**config.mk**
```make
export PLATFORM = sky130hd
export DESIGN_NAME = wait_timer
export DESIGN_NICKNAME = d
export VERILOG_FILES = /design/src/rtl/iic_pkg.sv /design/src/rtl/eeprom_rw_test_wait_timer.sv
export SDC_FILE = /design/constraint.sdc
export NUM_CORES = 1
export LEC_CHECK = 0
export CAP_MARGIN = 40
export CORE_ASPECT_RATIO = 1.25
export CORE_MARGIN = 1.5
export CORE_UTILIZATION = 26
export DETAILED_ROUTE_END_ITERATION = 8
export SETUP_SLACK_MARGIN = 0.05
export SYNTH_ARGS = -nofsm -noshare
export SYNTH_HDL_FRONTEND = slang
export SYNTH_SLANG_ARGS = --single-unit
export TNS_END_PERCENT = 5
```
**constraint.sdc**
```tcl
create_clock -name clk -period 3.3 [get_ports clk]
set_input_delay 0.66 -clock clk [delete_from_list [all_inputs] [get_ports clk]]
set_output_delay 0.66 -clock clk [all_outputs]
set_load 0.03 [all_outputs]
```
**src/rtl/iic_pkg.sv**
```systemverilog
// Shared constants for sequencers that sit upstream of the IIC byte driver.
package iic_pkg;

    localparam logic [2:0] ST_IDLE    = 3'd0;
    localparam logic [2:0] ST_WR_REQ  = 3'd1;
    localparam logic [2:0] ST_WR_WAIT = 3'd2;
    localparam logic [2:0] ST_TWR     = 3'd3;
    localparam logic [2:0] ST_RD_REQ  = 3'd4;
    localparam logic [2:0] ST_RD_WAIT = 3'd5;
    localparam logic [2:0] ST_FINISH  = 3'd6;

    localparam logic IIC_RD = 1'b1;
    localparam logic IIC_WR = 1'b0;

    localparam logic [6:0] DEFAULT_SLAVE_ADDR = 7'h50;

    // Wide enough for write-cycle and timeout counts up to 65536 cycles.
    localparam int TIMER_W = 16;

endpackage

```
**src/rtl/eeprom_rw_test_wait_timer.sv**
```systemverilog
// Loadable down-counter; expired is high while the count sits at zero.
module wait_timer
    import iic_pkg::*;
(
    input  logic               clk,
    input  logic               rst,
    input  logic               load,
    input  logic [TIMER_W-1:0] load_val,
    output logic               expired
);

    logic [TIMER_W-1:0] cnt_q, cnt_d;

    always_comb begin
        cnt_d = cnt_q;
        if (load) begin
            cnt_d = load_val;
        end else if (cnt_q != '0) begin
            cnt_d = cnt_q - 1'b1;
        end
    end

    always_ff @(posedge clk or posedge rst) begin
        if (rst) begin
            cnt_q <= '0;
        end else begin
            cnt_q <= cnt_d;
        end
    end

    assign expired = (cnt_q == '0);

endmodule

```
; Word-level counts from Yosys, hierarchy flattened
; Index checks and enable logic that the tools add are counted.
[totals]
elab_cells = 7
regBits = 16
out_inout_bits = 1
input_bits = 19
[op_classes]
n_reduce_logical = 3
muxes = 2
addsub = 1
[ops]
columns = operator, n
row1 = $mux W16, 2
row2 = $logic_not A16 Y1, 1
row3 = $reduce_bool A16 Y1, 1
row4 = $sub A16 B1 Y16 const B, 1
row5 = $reduce_bool A2 Y1, 1

; Longest topological paths before layout
; Gate-level depths: netlist of run 1.
[logic_depth]
ltp_word = 3
ltp_mapped = 7
ltp_nobuf = 7

; Worst setup path before layout of run 1
; Ideal clock, no wire load.
[synth_path]
path_type = reg2out
startpoint = register cnt_q[0]
endpoint = output port expired
stages_incl_launch_ff = 6
required_ps = 2640
n_path_buf = 0
slack_ps = 1169
t_arrival_ps = 1471
cell_sequence = dfrtp_1 > inv_1 > ha_1 > nor3b_2 > nand4b_4 > nor2_4
[synth_between]
elab_chain_len = 1
[synth_rtl]
columns = element, line_no
row1 = "start, declared", eeprom_rw_test_wait_timer.sv:12  ; logic [TIMER_W-1:0] cnt_q, cnt_d;
row2 = "start signal, assigned", eeprom_rw_test_wait_timer.sv:27  ; cnt_q <= cnt_d;
row3 = $logic_not A16 Y1, eeprom_rw_test_wait_timer.sv:31  ; assign expired = (cnt_q == '0);
row4 = "end, declared", eeprom_rw_test_wait_timer.sv:9  ; output logic expired
; Every way passes these cells.

; Final worst setup path of run 1
; Ends and elaborated chain as after synthesis.

==> results of run 1 <==
-- worst min-delay path by stage --
stage                               start                    end  slack (ns)  cells after the start
detailed placement  cnt_q[14]$_DFFE_PP0P_  cnt_q[14]$_DFFE_PP0P_        0.57                      2
finish              cnt_q[14]$_DFFE_PP0P_  cnt_q[14]$_DFFE_PP0P_        0.58                      2
global route        cnt_q[14]$_DFFE_PP0P_  cnt_q[14]$_DFFE_PP0P_        0.60                      2
CTS                 cnt_q[14]$_DFFE_PP0P_  cnt_q[14]$_DFFE_PP0P_        0.59                      2
global placement    cnt_q[14]$_DFFE_PP0P_  cnt_q[14]$_DFFE_PP0P_        0.55                      2
floorplan           cnt_q[14]$_DFFE_PP0P_  cnt_q[14]$_DFFE_PP0P_        0.51                      2
-- cells by family after synthesis --
group | Yosys count
fa+ha+maj | 1
xor+xnor | 11
simple gates | 43
flops | 16
buf+inv | 7
compound gates | 21
mux | 3
-- tightest hold or removal path, cell delays in order, from the launching register on --
cell      delay [ns]
dfrtp_1         0.36
o311ai_1        0.10
o211ai_1        0.08
-- report_power, final --
| group | leakage, nW | internal, mW | total (mW) | switching (mW) |
|---|---|---|---|---|
| Combinational | 0.296 | 0.0633 | 0.118 | 0.0545 |
| Sequential | 0.191 | 0.219 | 0.252 | 0.0332 |
| Clock | 0.0288 | 0.106 | 0.177 | 0.0712 |
-- cell usage in the layout (no fill, tap or decap), types with 2 or more instances in the layout --
| master | synthesis | final |
|---|---|---|
| nand2_1 | 19 | 19 |
| clkdlybuf4s50_1 | 0 | 19 |
| dfrtp_1 | 16 | 16 |
| xnor2_1 | 10 | 10 |
| a21oi_1 | 7 | 7 |
| nor2_1 | 6 | 6 |
| inv_1 | 4 | 4 |
| o21ai_1 | 4 | 4 |
| clkbuf_8 | 0 | 4 |
| nor3_2 | 3 | 3 |
| o31ai_1 | 3 | 3 |
| nor3_1 | 2 | 2 |
| nand3b_1 | 2 | 2 |
| mux2i_1 | 2 | 2 |
-- routing by layer --
metal  routed length [um]  up-vias  share of wire  GRT usage
li1                     -      398              -          -
met3                   81        4          0.038    0.01961
met4                   34        0          0.016    0.03876
met1                  944      376           0.44     0.1336
met2                 1064       15           0.50     0.2035
met5                    0        -              0          0
-- final cells by class --
type,count,area [um^2]
fillers,369,2283
multi-input cells,79,573.1
flip-flops and latches,16,400.4
repair buffers,20,197.7
clock buffers,4,55.05
well taps,39,48.80
inverters,4,15.01
-- per-stage QoR --
stage | area, um^2 | setup WS, ns
6_report | 1290 | 0.2217
5_1_grt | 1290 | 0.07043
4_1_cts | 1284 | 0.1307
3_5_place_dp | 1229 | 0.4252
3_3_place_gp | 1229 | 0.4699
2_1_floorplan | 993.5 | 1.169
==> results.tsv, run 1 <==
stage	metric	value	unit
timing	final hold viol count	0	
timing	RSZ-0062 raised after global routing	no	
logic_synthesis	Synth Area in XOR/XNOR	0.09698	
setup_path	Worst Setup EP	expired	
grt	total grt overflow	0	
placement	GP Congestion	0.7714	
setup_path	reg2reg start	cnt_q[0]$_DFFE_PP0P_	
setup_path	flop2flop setup slack	1.30	ns
grt	number of global-route vias before repair	832	
logic_synthesis	largest family of logic cells by synthesized area	simple AND/OR/NAND/NOR gates	
logic_synthesis	synthesized cell area	993.5	um^2
clock_network	TritonCTS clock tree	done	
power_and_ir_drop	total power	0.5471	mW
logic_synthesis	Post-synth EDFFs	0	
routing	vias per cell	4.895	
logic_synthesis	Synth Area in Simple Gates	0.2897	
hold_path	HP Class	register to register	
logic_synthesis	most frequent cells after synthesis	19 x nand2_1, 16 x dfrtp_1, 10 x xnor2_1, 7 x a21oi_1, 6 x nor2_1	
clock_network	CTS Buf Count	3	
power_and_ir_drop	Peak VDD IR	0.2643	mV
floorplan	initial core utilization	0.2780	
setup_path	crit path capture type	output pin	
power_and_ir_drop	total power per unit cell area	424.1	mW/mm^2
timing	FMAX	0.3249	GHz
clock_network	Max Buffers Root-to-Sink	2	
setup_path	delay-heaviest family, CP	buffers and inverters	
routing	Initial DRT Pass Iterations	3	
finish	Final Non-Filler Cells	162	
routing	WL final	2124	um
logic_synthesis	mux contribution to synthesized area	0.03149	
logic_synthesis	most frequent cell after synthesis	nand2_1	
setup_path	critical path launch point type	register	
logic_synthesis	Seq/Total Area, Yosys	0.4030	
clock_network	H-tree depth	1	
logic_synthesis	syn_nets	122	
timing	min Tclk post-route	3.078	ns
routing	detail-routed net length per standard cell	13.11	um
floorplan	Die Ht	72.11	um
logic_synthesis	Main synth FF type	dfrtp_1	
timing	Hold WS	0.5818	ns
timing	fin crit share	0.9328	
setup_path	critical path class	register to output pin	
grt	first-pass GRT wire length	3726	um
placement	number of port buffers	19	
clock_network	post-CTS sizing	0	
logic_synthesis	Synth top area share	0.4030	
clock_network	Post-CTS Hold Buffers	0	
clock_network	Post-CTS Setup Bufs	0	
logic_synthesis	main area contributors after synthesis	dfrtp_1 40%, xnor2_1 8.8%, nand2_1 7.2%	
clock_network	root buffer cell	clkbuf_8	
logic_synthesis	Synth cell types	33	
timing	Rel. slew slack	0.5712	
setup_path	cells on worst reg2reg path	7	
finish	max reg flops	16	
setup_path	worst reg2reg endpoint	cnt_q[1]$_DFFE_PP0P_	
setup_path	slowest cell on the critical path	clkdlybuf4s50_1	
timing	setup skew after layout	0.0009273	ns
routing	Residual DRC	0	
setup_path	Crit Path Max Fanout	6	
status	status	completed	
setup_path	Critical Path Max Stage Delay	0.70	ns
run	Max-cap violations	0	
logic_synthesis	Syn Inst Count	102	
logic_synthesis	Async SR Flop Fraction	1.000	
floorplan	core area	0.003573	mm^2
logic_synthesis	#FFs+latches synth	16	
grt	initial antenna violation count	0	
clock_network	worst skew pair latency	0.25	ns
logic_synthesis	Synth Area in Compound Gates	0.1398	
finish	Area Growth Syn to Fin	29.85	%
finish	Ant. Diodes	0	
floorplan	Core Rows	24	
grt	total track usage	0.1134	
floorplan	die area	0.004203	mm^2
setup_path	CP arrival	2.42	ns
routing	post-route ant nets	0	
timing	max-slew violations	0	
setup_path	Worst path depth	6	
power_and_ir_drop	Static Leak	0.5164	nW
finish	Final Util	0.3610	
logic_synthesis	Yosys Warn Count	0	
finish	biggest regs	cnt_q (16)	
timing	final setup violation count	0	
timing	worst-margin pin slew	0.6425	ns
logic_synthesis	post-synth top area cell	dfrtp_1	
logic_synthesis	mean post-synth cell area	9.740	um^2
clock_network	clock sink total	16	
clock_network	Clock transition at path regs	0.07	ns
setup_path	Worst Path Required	2.64	ns
placement	placed insts	158	
placement	dpl hpwl	1670	um
logic_synthesis	adder-cell share of the synthesized area	0.01259	
routing	initial detailed-routing violation count	16	
timing	setup_tns	0	ns
finish	Top reg by flops	cnt_q	
setup_path	crit path cell chain	inv_1 > ha_1 > nor3b_4 > nand4b_4 > nor2_4 > clkdlybuf4s50_1	
grt	largest net degree at the start of global routing	20	
setup_path	Bufs and invs on worst path	2	
routing	vias	793	
finish	share of cells above drive strength 1	0.1382	
floorplan	chip width	58.29	um
floorplan	I/O Pins	20	
finish	Final nets	144	
setup_path	worst setup path start	cnt_q[0]$_DFFE_PP0P_	
No activity file was read; power rests on OpenSTA's default activity.
==> run 2: changes to the inputs <==
Settings changed: HOLD_SLACK_MARGIN set to 0.05.
==> results of run 2 <==
Same layout as run 1: the final DEF is identical, and so are final timing and power.
